===== src/rtl/cpuc_ctrl_seq_pkg.sv =====
// Shared types and sizes for the cpuc control sequencer.
// Column 0 occupies the most significant slice of a control word, so in
// t_ctrl_word.col the array index is NUM_REGS-1-c for column c.
package cpuc_ctrl_seq_pkg;
  localparam int NUM_OF_REGS       = 4;
  localparam int NUM_OF_PC         = 1;
  localparam int NUM_OF_COMPONENTS = 8;
  localparam int PROG_DEPTH_DEF    = 16;

  localparam int NUM_REGS = NUM_OF_REGS + NUM_OF_PC;
  localparam int SEL_W    = $clog2(NUM_OF_COMPONENTS);
  localparam int PC_W     = $clog2(PROG_DEPTH_DEF);
  localparam int CW_W     = NUM_REGS*(1+SEL_W) + 1 + SEL_W + PC_W + 1;

  typedef enum logic [1:0] {IDLE, FETCH, EXEC, HALT} t_seq_state;

  typedef struct packed {
    logic             valid;
    logic [SEL_W-1:0] src;
  } t_col_ctrl;

  typedef struct packed {
    t_col_ctrl [NUM_REGS-1:0] col;   // col[NUM_REGS-1] is column 0
    logic                     br_en;
    logic [SEL_W-1:0]         cond_sel;
    logic [PC_W-1:0]          br_target;
    logic                     halt;
  } t_ctrl_word;
endpackage


===== src/rtl/cpuc_ctrl_seq_if.sv =====
// Sequencer bus: program load, run control, grid feedback and grid controls.
// master = host/grid side, slave = sequencer.
interface cpuc_ctrl_seq_if #(
  parameter int NUM_REGS   = 5,
  parameter int NUM_COMP   = 8,
  parameter int PROG_DEPTH = 16
);
  localparam int SW = $clog2(NUM_COMP);
  localparam int PW = $clog2(PROG_DEPTH);
  localparam int CW = NUM_REGS*(1+SW) + 1 + SW + PW + 1;

  logic                               prog_we;
  logic [PW-1:0]                      prog_addr;
  logic [CW-1:0]                      prog_wdata;
  logic                               start;
  logic                               stop;
  logic [NUM_COMP-1:0]                cond_in;
  logic [NUM_REGS-1:0][NUM_COMP-1:0]  sel_en;
  logic [NUM_REGS-1:0]                reg_we;
  logic [PW-1:0]                      pc_out;
  logic                               busy;
  logic                               done;
  logic                               cfg_err;

  modport master (
    output prog_we, prog_addr, prog_wdata, start, stop, cond_in,
    input  sel_en, reg_we, pc_out, busy, done, cfg_err
  );
  modport slave (
    input  prog_we, prog_addr, prog_wdata, start, stop, cond_in,
    output sel_en, reg_we, pc_out, busy, done, cfg_err
  );
endinterface


===== src/rtl/cpuc_prog_mem.sv =====
// Control-word store: synchronous write, registered read.
// Ports: we/waddr/wdata write port; re/raddr load rdata on the clock edge.
module cpuc_prog_mem #(
  parameter int DEPTH = 16,
  parameter int W     = 29,
  parameter int AW    = $clog2(DEPTH)
) (
  input  logic          clk,
  input  logic          we,
  input  logic [AW-1:0] waddr,
  input  logic [W-1:0]  wdata,
  input  logic          re,
  input  logic [AW-1:0] raddr,
  output logic [W-1:0]  rdata
);
  logic [W-1:0] mem [DEPTH];

  always_ff @(posedge clk) begin
    if (we) mem[waddr] <= wdata;
    if (re) rdata <= mem[raddr];
  end
endmodule


===== src/rtl/cpuc_ctrl_seq.sv =====
// Control sequencer for the cpuc register grid. Steps a small program of
// control words (2 cycles each: FETCH, EXEC), drives one-hot tristate
// enables and write enables per column, branches on grid feedback.
// Ports: clk, rst (sync, active high); bus (slave) carries program load,
// start/stop, cond_in feedback and sel_en/reg_we/pc_out/busy/done/cfg_err.
module cpuc_ctrl_seq
  import cpuc_ctrl_seq_pkg::*;
#(
  parameter int NUM_REGS   = NUM_OF_REGS + NUM_OF_PC,
  parameter int NUM_COMP   = NUM_OF_COMPONENTS,
  parameter int PROG_DEPTH = PROG_DEPTH_DEF
) (
  input  logic              clk,
  input  logic              rst,
  cpuc_ctrl_seq_if.slave    bus
);
  localparam int SW     = $clog2(NUM_COMP);
  localparam int PW     = $clog2(PROG_DEPTH);
  localparam int CW     = NUM_REGS*(1+SW) + 1 + SW + PW + 1;
  localparam int COL_LO = PW + SW + 2;
  localparam logic [SW:0] NCMP = (SW+1)'(NUM_COMP);

  t_seq_state state, nxt;
  logic [PW-1:0] pc;
  logic [CW-1:0] cw_q;
  logic          done_q, err_q;
  logic          idle_like, in_exec;

  assign idle_like = (state == IDLE) || (state == HALT);
  assign in_exec   = (state == EXEC);

  cpuc_prog_mem #(.DEPTH(PROG_DEPTH), .W(CW)) u_mem (
    .clk   (clk),
    .we    (bus.prog_we && idle_like),
    .waddr (bus.prog_addr),
    .wdata (bus.prog_wdata),
    .re    (state == FETCH),
    .raddr (pc),
    .rdata (cw_q)
  );

  logic          halt, br_en, cond_ok, taken;
  logic [SW-1:0] cond_sel;
  logic [PW-1:0] br_tgt;
  logic [(1<<SW)-1:0] cpad;

  assign halt     = cw_q[0];
  assign br_tgt   = cw_q[PW:1];
  assign cond_sel = cw_q[PW+SW:PW+1];
  assign br_en    = cw_q[PW+SW+1];
  assign cond_ok  = {1'b0, cond_sel} < NCMP;

  // cond_in padded to the full select range; out-of-range selects are
  // masked by cond_ok anyway
  always_comb begin
    cpad = '0;
    cpad[NUM_COMP-1:0] = bus.cond_in;
  end
  assign taken = br_en && cond_ok && cpad[cond_sel];

  logic [NUM_REGS-1:0][NUM_COMP-1:0] sel;
  logic [NUM_REGS-1:0]               we, col_bad;

  for (genvar c = 0; c < NUM_REGS; c++) begin : g_col
    localparam int LO = COL_LO + (NUM_REGS-1-c)*(1+SW);
    logic [SW-1:0] src;
    logic          vld, ok;
    assign src = cw_q[LO +: SW];
    assign vld = cw_q[LO+SW];
    assign ok  = vld && ({1'b0, src} < NCMP);
    assign col_bad[c] = vld && !ok;
    assign we[c] = in_exec && ok;
    for (genvar i = 0; i < NUM_COMP; i++) begin : g_bit
      assign sel[c][i] = we[c] && (src == SW'(i));
    end
  end

  always_comb begin
    nxt = state;
    case (state)
      IDLE, HALT: if (bus.start) nxt = FETCH;
      FETCH:      nxt = EXEC;
      EXEC:       nxt = halt ? HALT : FETCH;
      default:    nxt = IDLE;
    endcase
    if (bus.stop) nxt = IDLE;
  end

  always_ff @(posedge clk) begin
    if (rst) begin
      state  <= IDLE;
      pc     <= '0;
      err_q  <= 1'b0;
      done_q <= 1'b0;
    end else begin
      state  <= nxt;
      done_q <= in_exec && halt && !bus.stop;
      if (bus.stop || (idle_like && bus.start)) pc <= '0;
      else if (in_exec && !halt)                pc <= taken ? br_tgt : pc + 1'b1;
      if (idle_like && bus.start && !bus.stop)                    err_q <= 1'b0;
      else if (in_exec && ((|col_bad) || (br_en && !cond_ok)))    err_q <= 1'b1;
    end
  end

  assign bus.sel_en  = sel;
  assign bus.reg_we  = we;
  assign bus.pc_out  = pc;
  assign bus.busy    = (state == FETCH) || in_exec;
  assign bus.done    = done_q;
  assign bus.cfg_err = err_q;
endmodule

===== src/flat_wrapper.sv =====
// flat-port wrapper written by rule: the top's interface ports become plain ports
module cpuc_ctrl_seq_flat import cpuc_ctrl_seq_pkg::*;
#(
  parameter int NUM_REGS   = NUM_OF_REGS + NUM_OF_PC,
  parameter int NUM_COMP   = NUM_OF_COMPONENTS,
  parameter int PROG_DEPTH = PROG_DEPTH_DEF
)
  (clk, rst, bus_prog_we, bus_prog_addr, bus_prog_wdata, bus_start, bus_stop, bus_cond_in, bus_sel_en, bus_reg_we, bus_pc_out, bus_busy, bus_done, bus_cfg_err);
  cpuc_ctrl_seq_if #(.NUM_REGS(NUM_REGS), .NUM_COMP(NUM_COMP), .PROG_DEPTH(PROG_DEPTH)) bus_i ();
  input  logic clk;
  input  logic rst;
  input wire logic [$bits(bus_i.prog_we)-1:0] bus_prog_we;
  input wire logic [$bits(bus_i.prog_addr)-1:0] bus_prog_addr;
  input wire logic [$bits(bus_i.prog_wdata)-1:0] bus_prog_wdata;
  input wire logic [$bits(bus_i.start)-1:0] bus_start;
  input wire logic [$bits(bus_i.stop)-1:0] bus_stop;
  input wire logic [$bits(bus_i.cond_in)-1:0] bus_cond_in;
  output wire logic [$bits(bus_i.sel_en)-1:0] bus_sel_en;
  output wire logic [$bits(bus_i.reg_we)-1:0] bus_reg_we;
  output wire logic [$bits(bus_i.pc_out)-1:0] bus_pc_out;
  output wire logic [$bits(bus_i.busy)-1:0] bus_busy;
  output wire logic [$bits(bus_i.done)-1:0] bus_done;
  output wire logic [$bits(bus_i.cfg_err)-1:0] bus_cfg_err;
  assign bus_i.prog_we = bus_prog_we;
  assign bus_i.prog_addr = bus_prog_addr;
  assign bus_i.prog_wdata = bus_prog_wdata;
  assign bus_i.start = bus_start;
  assign bus_i.stop = bus_stop;
  assign bus_i.cond_in = bus_cond_in;
  assign bus_sel_en = bus_i.sel_en;
  assign bus_reg_we = bus_i.reg_we;
  assign bus_pc_out = bus_i.pc_out;
  assign bus_busy = bus_i.busy;
  assign bus_done = bus_i.done;
  assign bus_cfg_err = bus_i.cfg_err;
  cpuc_ctrl_seq #(.NUM_REGS(NUM_REGS), .NUM_COMP(NUM_COMP), .PROG_DEPTH(PROG_DEPTH)) u_core (.clk(clk), .rst(rst), .bus(bus_i));
endmodule

===== config.mk =====
export PLATFORM = sky130hd
export DESIGN_NAME = cpuc_ctrl_seq_flat
export DESIGN_NICKNAME = d
export VERILOG_FILES = /design/src/rtl/cpuc_ctrl_seq_pkg.sv /design/src/rtl/cpuc_ctrl_seq_if.sv /design/src/rtl/cpuc_prog_mem.sv /design/src/rtl/cpuc_ctrl_seq.sv /design/src/flat_wrapper.sv
export SDC_FILE = /design/constraint.sdc
export NUM_CORES = 1
export LEC_CHECK = 0
export CAP_MARGIN = 5
export CORE_UTILIZATION = 25
export DETAILED_ROUTE_END_ITERATION = 8
export MAX_ROUTING_LAYER = met4
export SLEW_MARGIN = 10
export SYNTH_ARGS = -nofsm -noshare
export SYNTH_HDL_FRONTEND = slang
export SYNTH_SLANG_ARGS = --single-unit

===== constraint.sdc =====
create_clock -name clk -period 6.6 [get_ports clk]
set_clock_uncertainty 0.05 [all_clocks]
set_input_delay 1.32 -clock clk [delete_from_list [all_inputs] [get_ports clk]]
set_output_delay 1.32 -clock clk [all_outputs]
set_load 0.005 [all_outputs]

==> results of run 1 <==
[worst paths after layout]
| path | start | end | slack [ns] | depth (start not counted) |
|---|---|---|---|---|
| max reg2reg | u_core.bus.pc_out[0] | u_core.u_mem.rdata[15] | 3.63 | 3 |
| min | u_core.state[0] | u_core.state[0] | 0.47 | 2 |
| max | u_core.state[0] | bus_sel_en[0] | 2.49 | 6 |
| min reg2reg | u_core.state[0] | u_core.state[0] | 0.47 | 2 |
[cells in the mapped netlist, drive strengths merged, types with 3 or more instances]
cell	instances
inv	3
edfxtp	493
a31oi	3
or2	3
clkbuf	11
nand2b	20
ha	3
and2	6
dfxtp	7
nand2	23
nor3	16
nor2	48
buf	24
mux4	146
[cell families after synthesis]
kind of cell / count (synthesis) / synth area share, %
buf+inv: 38 / 1.22
mux: 149 / 17.5
flops: 500 / 77.6
fa+ha+maj: 3 / 0.195
simple gates: 122 / 2.94
other cells: 1 / 0.0195
compound gates: 12 / 0.475
[registers in the layout (all words and copies together) (netlist names)]
| name | count |
|---|---|
| u_core.bus.done | 1 |
| u_core.bus.pc_out | 4 |
| u_core.state | 2 |
| u_core.u_mem.mem | 464 |
| u_core.u_mem.rdata | 29 |
[per-layer routing]
metal	vias to the layer above	track usage (%)	share of wire, %	routed length [um]
met2	225	16.8	48	19600
met3	70	1.93	4.4	1810
li1	3763	-	-	-
met1	4625	14.7	46	18700
met5	-	-	0	0
met4	0	2.63	2.0	832
[power groups by stage]
| stage | Sequential, mW | Combinational [mW] | Clock [mW] |
|---|---|---|---|
| after floorplan | 3.61 | 0.0558 | 0 |
| after global placement | 3.61 | 0.156 | 0 |
| after detailed placement | 3.62 | 0.162 | 0 |
| after CTS | 3.55 | 0.162 | 2.85 |
| after global routing | 3.55 | 0.173 | 2.97 |
| final | 3.55 | 0.158 | 2.79 |
[worst register-to-register path, cell delays in order, from the launching register on]
cell and delay [ns]:
dfxtp_4 0.76, buf_12 0.59, mux4_1 0.77, mux4_2 0.53
[stage by stage]
stage	hold slack, ns	setup WS, ns	std cells	cell area (um^2)
4_1_cts	0.479	2.34	2027	23200
3_5_place_dp	0.472	2.75	1936	21600
6_report	0.474	2.49	2028	23200
3_3_place_gp	0.465	2.87	1936	21600
5_1_grt	0.528	2.28	2028	23200
2_1_floorplan	0.441	2.34	825	19200
[cell type report]
type / instances / area [um^2] / area share, %
inverter: 3 / 11.3 / 0.0486
clock inverter: 20 / 216 / 0.934
multi-input combinational: 287 / 4180 / 18.0
timing repair buffer: 116 / 1120 / 4.85
clock buffer: 71 / 1390 / 6.01
tap: 1030 / 1290 / 5.56
sequential: 500 / 15000 / 64.5
antenna: 1 / 2.50 / 0.0108
==> summary.md, run 1 <==
| Metric | Value |
|---|---|
| First-pass GRT wire length | 60.5 mm |
| Cts repair resizes | 0 |
| Crit. End Element | output port |
| Critical path class | flip-flop to output port |
| Vias in the first global route | between 9k and 10k |
| Sw Share | roughly a fifth |
| Worst Path Max Fanout | 8 |
| Final wirelength | between 40 and 50 mm |
| Power consumption | between 6 and 7 mW |
| Largest net degree at the start of global routing | just over 90 |
| Commonest cells after routing, fill and taps aside | 493 x edfxtp_1, 132 x mux4_2, 96 x clkdlybuf4s50_1 |
| Clock slew at reported path FFs | 0.05 ns |
| Die area | slightly below 80000 um^2 |
| Maxcap violations | 0 |
| Post-CTS Hold Fix Bufs | 0 |
| Share of flip-flops with an asynchronous set or reset | 0% |
| Antenna-violating nets left | 0 |
| Area delta synth->final | 20.4% |
| Area share of the leading cell type in the synthesized netlist | 76.9% |
| Slowest CP cell | ha_1 |
| Crit path max-delay family | simple AND/OR/NAND/NOR gates |
| Vias | between 8k and 9k |
| Buffers plus inverters on the worst setup path | 2 |
| Clock network fraction of total power | 42.9% |
| CORE AREA | roughly 76000 um^2 |
| Initial antenna violation count | 1 |
| Gpl congestion | 0.711 |
| Post CTS Setup Buffer Count | 0 |
| Final hold violation count | 0 |
| Critical Path AT | 2.74 ns |
| Ys Warns | 0 |
| Pleak | approximately 6.8 nW |
| Pint | approximately 5.2 mW |
| Most common flop cell mapped by yosys | edfxtp_1 |
| Cells along the critical path | inv_1, ha_1, and2_1, nand2b_1, nor3_1, clkdlybuf4s50_1 |
| Most common cell after layout, fill and taps aside | edfxtp_1 |
| Insertion delay to the later sink of the worst-skew pair | approximately 0.57 ns |
| DP HPWL | roughly 23 mm |
| PwrDens | 280 nW/um^2 |
| Overall routing resource usage | 10.8% |
| Die H | ~280 um |
| Initial DRC count | approximately 750 |
| P_sw | 1.24 mW |
| Unrepaired setup endpoints after global routing | false |
| Port Buffers | 96 |
| Layout cells sized above 1 | about 24% |
| Worst slew pin tran | 1.08 ns |
| Ranking of synthesized cells by area | edfxtp_1 77%, mux4_2 15%, mux4_1 1.9% |
| Via density | roughly 4.3 |
| CTS buffer count | 50 |
| Clock sinks | 500 |
| Cell taking the most area after synthesis | edfxtp_1 |
| Final period utilization | between 60% and 70% |
| Die width | 279 um |
| Drt first pass iters | 5 |
| Cells after synthesis | approximately 830 |
| Nets | 1007 |
| Max-slew headroom | roughly 28% |
| Peak VDD IR | 0.185 mV |
| Status | complete, no violations |
| Final Util | 30.5% |
| Comb power frac | 2.4% |
| Gr ovfl total | 0 |
| Row cnt | 101 |
| Sequential area share after synthesis | 77.6% |
| CTS max path bufs | 3 |
| Num ports | 98 |
| Worst EP required | approximately 5.2 ns |
| Post-synth EDFFs | ~490 |
| Initial Util | between 20% and 30% |
| Fill cells | between 7k and 8k |
| Clock root buffer | clkbuf_16 |
| Syn nets | 874 |
| Htree depth | 2 |
| Startpoint Class | flip-flop |
| CTS tree | built |
| Final setup viols | 0 |
| Crit-path max cell delay | 0.60 ns |
| DR WL/cell | between 20 and 25 um |
| Syn avg cell area | around 23 um^2 |
| Worst Hold Class | flip-flop to flip-flop |
| Setup TNS | 0 ns |
| Minimum clock period | 4.11 ns |
| Seq pwr share | between 50% and 60% |
| Mapped Area | roughly 19000 um^2 |
| Synth Register Bits | 500 |
| Final Max Tran Viols | 0 |
| DRC Markers | 0 |
| Netlist cell types | 33 |
| Fmax | approximately 0.24 GHz |
Power figures use the tool's default switching activity.
==> inputs of run 2 (changes only) <==
==> constraint.sdc (replaced) <==
create_clock -name clk -period 4.3 [get_ports clk]
set_clock_uncertainty 0.05 [all_clocks]
set_input_delay 0.86 -clock clk [delete_from_list [all_inputs] [get_ports clk]]
set_output_delay 0.86 -clock clk [all_outputs]
set_load 0.005 [all_outputs]
==> run 2 against run 1 <==
Worst hold slack better by 0.025 ns. Cell count hardly changed. Sequential share of layout area is 0.29 points higher. Flip-flop and latch count stayed put.
==> summary.md, run 2 (same netlist as run 1, synthesis figures left out) <==
| Metric | Value |
|---|---|
| Via density | 4.36 (+1.8%) |
| Initial antenna violation count | 3 (+2) |
| Fill cells | 7283 (-0.40%) |
| Post-CTS Hold Fix Bufs | 0 (unchanged) |
| Most common cell after layout, fill and taps aside | edfxtp_1 |
| Clock root buffer | clkbuf_16 |
| DP HPWL | 22.5 mm (-2.7%) |
| Initial Util | 25.3% (unchanged) |
| Layout cells sized above 1 | 24.3% (-0.20 points) |
| Min-delay src | u_core.state[0] |
| DR WL/cell | 21.4 um (+6.0%) |
| Initial DRC count | 768 (+2.9%) |
| Worst Path Max Fanout | 4 (-4) |
| Maxcap violations | 0 (unchanged) |
| Critical path class | flip-flop to output port |
| Largest register FFs | 464 (unchanged) |
| Critical Path AT | 2.50 ns (-0.24 ns) |
| Startpoint Class | flip-flop |
| Final hold violation count | 0 (unchanged) |
| PwrDens | 418 nW/um^2 (+49%) |
| Pleak | 6.71 nW (-0.82%) |
| DRC Markers | 0 (unchanged) |
| Final Util | 30.3% (-0.14 points) |
| CTS buffer count | 47 (-6.0%) |
| First-pass GRT wire length | 63.0 mm (+4.1%) |
| Worst setup path startpoint | u_core.state[0] |
| Overall routing resource usage | 11.4% (+0.59 points) |
| Unrepaired setup endpoints after global routing | false |
| Fmax | slightly below 0.3 GHz |
| Clock slew at reported path FFs | 0.06 ns (about the same) |
| Cts repair resizes | 0 (unchanged) |
| Row cnt | 101 (unchanged) |
| Max-slew headroom | 29.3% (+1.2 points) |
| Crit. End Element | output port |
| Htree depth | 2 (unchanged) |
| Insertion delay to the later sink of the worst-skew pair | 0.55 ns (-0.02 ns) |
| Antenna-violating nets left | 0 (unchanged) |
| R2R Path Start | u_core.bus.pc_out[0] |
| Gpl congestion | 0.685 (-3.6%) |
| Final setup viols | 0 (unchanged) |
| Die area | 78100 um^2 (unchanged) |
| Gr ovfl total | 0 (unchanged) |
| Post CTS Setup Buffer Count | 0 (unchanged) |
| Setup TNS | 0 ns (unchanged) |
| Num ports | 98 (unchanged) |
| Worst Hold Class | flip-flop to flip-flop |
| Minimum clock period | 3.41 ns |
| Peak VDD IR | 0.262 mV (+41%) |
| Nets | 1009 (+0.20%) |
| Vias in the first global route | 9208 (+1.2%) |
| Worst slew pin tran | 1.06 ns (-0.0147 ns) |
| Port Buffers | 96 (unchanged) |
| Top reg by flops | u_core.u_mem.mem |
| CTS max path bufs | 3 (unchanged) |
| CTS tree | built |
| Largest net degree at the start of global routing | 72 (-21%) |
| CORE AREA | 76100 um^2 (unchanged) |
| Final period utilization | a little under 80% |
| Clock sinks | 500 (unchanged) |
| Final Max Tran Viols | 0 (unchanged) |
| Die H | 279 um (unchanged) |
| Final wirelength | 43.3 mm (+5.9%) |
| Status | complete, no violations |
| Vias | 8828 (+1.7%) |
| Area delta synth->final | 19.9% |
| Die width | 279 um (unchanged) |
| Drt first pass iters | 4 (-1) |
| Commonest cells after routing, fill and taps aside | 493 x edfxtp_1, 132 x mux4_2, 96 x clkdlybuf4s50_1 |
| Worst EP required | 3.39 ns (-1.84 ns) |
==> run 2: changes by cell type in the layout (fill, tap and decap cells not counted), sizes merged <==
cell | previous run | this run
buf | 20 | 25
bufinv | 5 | 3
clkbuf | 71 | 61
clkinv | 15 | 17
clkinvlp | 0 | 1
diode | 1 | 3
==> run 2: per-stage QoR <==
stage / power, mW / std cells / hold WS (ns) / cell area, um^2 / worst slack [ns]
3_3_place_gp: 5.79 / 1941 / 0.473 / 21600 / 1.26
3_5_place_dp: 5.80 / 1941 / 0.484 / 21600 / 1.22
4_1_cts: 9.73 / 2023 / 0.492 / 23100 / 0.856
6_report: 9.63 / 2026 / 0.499 / 23100 / 0.886
2_1_floorplan: 5.63 / 825 / 0.441 / 19200 / 0.496
5_1_grt: 9.93 / 2026 / 0.543 / 23100 / 0.743
==> run 2: area by class of cell <==
cell class                      instances  area, um^2  share of cell area [%]
Clock buffer                           61        1270                    5.51
Timing Repair Buffer                  121        1190                    5.14
Antenna cell                            3        7.51                  0.0325
Inverter                                3        11.3                  0.0488
Clock inverter                         21         168                   0.727
Sequential cell                       500       15000                    64.8
Tap cell                             1030        1290                    5.59
Multi-Input combinational cell        287        4180                    18.1
==> run 2: power breakdown <==
group | leakage (nW) | switching, mW | internal (mW) | total (mW)
Sequential | 4.51 | 0.0212 | 5.42 | 5.44
Clock | 0.699 | 1.69 | 2.25 | 3.94
Combinational | 1.50 | 0.162 | 0.0868 | 0.249
Total | 6.71 | 1.87 | 7.76 | 9.63
==> run 2: layer usage <==
layer  GRT usage, %  vias up  wire [um]
met5              -        -          0
met3           2.00       53       2180
met1           15.4     4751      19400
met2           18.1      254      21100
met4           2.19        0        616
li1               -     3770          -
==> run 2: path summary, 6_finish.rpt <==
check                                             end  slack [ns]  cells past startpoint
worst max-delay path                   bus_sel_en[26]        0.89                      6
worst min-delay path                  u_core.state[0]        0.50                      2
worst max register to register  u_core.u_mem.rdata[2]        1.65                      3
worst min register to register        u_core.state[0]        0.50                      2
==> run 2: critical path, stage by stage, from the launching register on <==
cell and delay [ns]:
dfxtp_1 0.32, inv_1 0.06, ha_1 0.23, and2_1 0.41
nand2_1 0.18, nor3_1 0.21, clkdlybuf4s50_1 0.54
==> inputs of run 3 (changes only) <==
==> constraint.sdc (replaced) <==
create_clock -name clk -period 3.5 [get_ports clk]
set_clock_uncertainty 0.05 [all_clocks]
set_input_delay 0.7 -clock clk [delete_from_list [all_inputs] [get_ports clk]]
set_output_delay 0.7 -clock clk [all_outputs]
set_load 0.005 [all_outputs]
==> run 3 against run 2 <==
Critical path depth grew 1. Final area grew 1.1%. Cell count grew 0.69%. Count of clock-buffer cells in the layout grew 2. Combinational power grew 24%. Wire length shrank 6.1%. Global-route usage shrank 0.64 points. Worst hold slack gained 0.0034 ns. Utilization grew 0.33 points. Critical path type unchanged. Critical endpoint is now bus_sel_en[16].
==> summary.md, run 3 (same netlist as run 1, synthesis figures left out) <==
| Metric | Value |
|---|---|
| Row cnt | 101 (unchanged) |
| Storage element area | 15000 um^2 (unchanged) |
| Post-CTS Hold Fix Bufs | 0 (unchanged) |
| Placement Cell Area | 21700 um^2 (+0.57%) |
| CTS buffer count | 50 (+6.4%) |
| Layout cells sized above 1 | 25.4% (+1.2 points) |
| Gr ovfl total | 0 (unchanged) |
| Post CTS Setup Buffer Count | 0 (unchanged) |
| Top reg by flops | u_core.u_mem.mem |
| Pint | 9.74 mW (+25%) |
| Area delta synth->final | 21.1% |
| Final wirelength | 40.7 mm (-6.1%) |
| Reg2reg setup slack | 1.16 ns (-0.49 ns) |
| Buffers plus inverters on the worst setup path | 3 (+1) |
| Die area | 78100 um^2 (unchanged) |
| Critical Path AT | 2.47 ns (-0.03 ns) |
| Fmax | 0.310 GHz |
| Startpoint Class | flip-flop |
| Initial Util | 25.3% (unchanged) |
| Clock slew at reported path FFs | 0.06 ns (about the same) |
| Maxcap violations | 0 (unchanged) |
| Final period utilization | slightly above 90% |
| DR WL/cell | 19.9 um (-6.7%) |
| Crit. End Element | output port |
| PwrDens | 519 nW/um^2 (+24%) |
| P_sw | 2.37 mW (+27%) |
| Critical path class | flip-flop to output port |
| Most common cell after layout, fill and taps aside | edfxtp_1 |
| Worst Hold Depth | 2 (unchanged) |
| R2R Path Start | u_core.state[0] |
| Clock sinks | 500 (unchanged) |
| Final setup viols | 0 (unchanged) |
| Vias | 8679 (-1.7%) |
| Fill cells | 7346 (+0.87%) |
| Clock network fraction of total power | 42.2% (+1.3 points) |
| Pleak | 6.82 nW (+1.6%) |
| Seq pwr share | 55.2% (-1.3 points) |
| Cells along the critical path | inv_1, ha_1, buf_4, and2_1, nand2b_1, nor3_1, clkdlybuf4s50_1 |
| Port Buffers | 96 (unchanged) |
| Cell area after layout | 23300 um^2 (+1.1%) |
| Final hold violation count | 0 (unchanged) |
| First-pass GRT wire length | 60.7 mm (-3.6%) |
| DRC Markers | 0 (unchanged) |
| Drt first pass iters | 4 (unchanged) |
| Via density | 4.25 (-2.4%) |
| Worst EP required | 2.75 ns (-0.64 ns) |
| Worst R2R Path Depth | 7 (+4) |
| Min-delay src | u_core.state[0] |
| Die H | 279 um (unchanged) |
| Max-slew headroom | 49.7% (+20 points) |
| Status | complete, no violations |
| Crit-path max cell delay | 0.54 ns (about the same) |
| Setup TNS | 0 ns (unchanged) |
| Num ports | 98 (unchanged) |
| Peak VDD IR | 0.319 mV (+22%) |
| Clock root buffer | clkbuf_16 |
| Slowest CP cell | clkdlybuf4s50_1 |
| Gpl congestion | 0.706 (+3.1%) |
| Antenna-violating nets left | 0 (unchanged) |
| Worst Hold Class | flip-flop to flip-flop |
| Nets | 1016 (+0.69%) |
| Minimum clock period | between 3 and 4 ns |
| Cts repair resizes | 0 (unchanged) |
| Die width | 279 um (unchanged) |
| Comb power frac | 2.5% (about the same) |
| Commonest cells after routing, fill and taps aside | 493 x edfxtp_1, 132 x mux4_2, 96 x clkdlybuf4s50_1 |
| DP HPWL | 23.8 mm (+5.6%) |
| CORE AREA | 76100 um^2 (unchanged) |
| Sw Share | 19.6% (+0.16 points) |
| Initial DRC count | 617 (-20%) |
| Crit path max-delay family | buffers and inverters |
| Largest register FFs | 464 (unchanged) |
| CTS tree | built |
| Insertion delay to the later sink of the worst-skew pair | 0.56 ns (about the same) |
| Overall routing resource usage | 10.8% (-0.64 points) |
| Worst slew pin tran | 0.754 ns (-0.306 ns) |
| Area of the multi-input gates | 4200 um^2 (+0.45%) |
| Htree depth | 2 (unchanged) |
| Worst Hold End | u_core.state[0] |
| Reg2reg end | u_core.u_mem.mem[8][17] |
| Final Max Tran Viols | 0 (unchanged) |
| CTS max path bufs | 3 (unchanged) |
| Largest net degree at the start of global routing | 56 (-22%) |
| Vias in the first global route | 9134 (-0.80%) |
| Initial antenna violation count | 2 (-1) |
| Worst Path Max Fanout | 9 (+5) |
| Unrepaired setup endpoints after global routing | false |
run 3: changes by cell type in the layout (fill, tap and decap cells not counted):
cell        delta
buf_4          -2
clkinv_1       -1
clkinvlp_4     +2
nor3_4         +3
clkbuf_16      +2
nor3_2         -3
buf_12         +6
clkinv_2       +5
bufinv_16      +1
inv_6          +1
run 3: power by group through the flow:
stage               logic, mW  clock network [mW]  registers, mW
finish                  0.308                5.11           6.69
global route            0.336                5.44           6.69
CTS                     0.315                5.23           6.69
detailed placement      0.315                   0           6.82
global placement        0.303                   0           6.81
floorplan               0.106                   0           6.81
run 3: worst max-delay path by stage:
stage | startpoint | end | cells past startpoint
4_1_cts | u_core.state[0] | bus_sel_en[16] | 7
6_report | u_core.state[0] | bus_sel_en[16] | 7
3_5_place_dp | bus_prog_addr[1] | u_core.u_mem.mem[7][20] | 4
3_3_place_gp | bus_prog_addr[0] | u_core.u_mem.mem[7][23] | 4
2_1_floorplan | u_core.state[0] | u_core.u_mem.mem[12][0] | 4
5_1_grt | u_core.state[0] | bus_sel_en[16] | 7
run 3: final cells by class:
| class | instances | area share (%) |
|---|---|---|
| tap | 1030 | 5.53 |
| clock inverter | 29 | 1.04 |
| multi-input combinational | 287 | 18.0 |
| inverter | 3 | 0.0483 |
| sequential | 500 | 64.1 |
| timing repair buffer | 125 | 5.54 |
| clock buffer | 63 | 5.67 |
| antenna | 3 | 0.0322 |
run 3: worst min-delay path: stages (launching register included):
cell       delay, ns
dfxtp_1         0.32
nor2_1          0.10
a2111oi_0       0.07
run 3: layer usage:
metal	share of wire [%]	routed length, um	GRT usage (%)
met1	44	18000	14.1
met2	50	20200	17.5
met3	4.3	1760	1.79
met4	1.7	701	2.54
met5	0	0	-
run 3: metrics by stage:
step | cells | utilization [%] | hold WS, ns | power (mW) | setup WS, ns
finish | 2040 | 30.7 | 0.502 | 12.1 | 0.275
global route | 2039 | 30.6 | 0.555 | 12.5 | 0.0872
CTS | 2037 | 30.6 | 0.501 | 12.2 | 0.190
detailed placement | 1945 | 28.6 | 0.493 | 7.13 | 0.618
global placement | 1945 | 28.6 | 0.460 | 7.12 | 0.668
floorplan | 825 | - | 0.441 | 6.91 | 0.0756
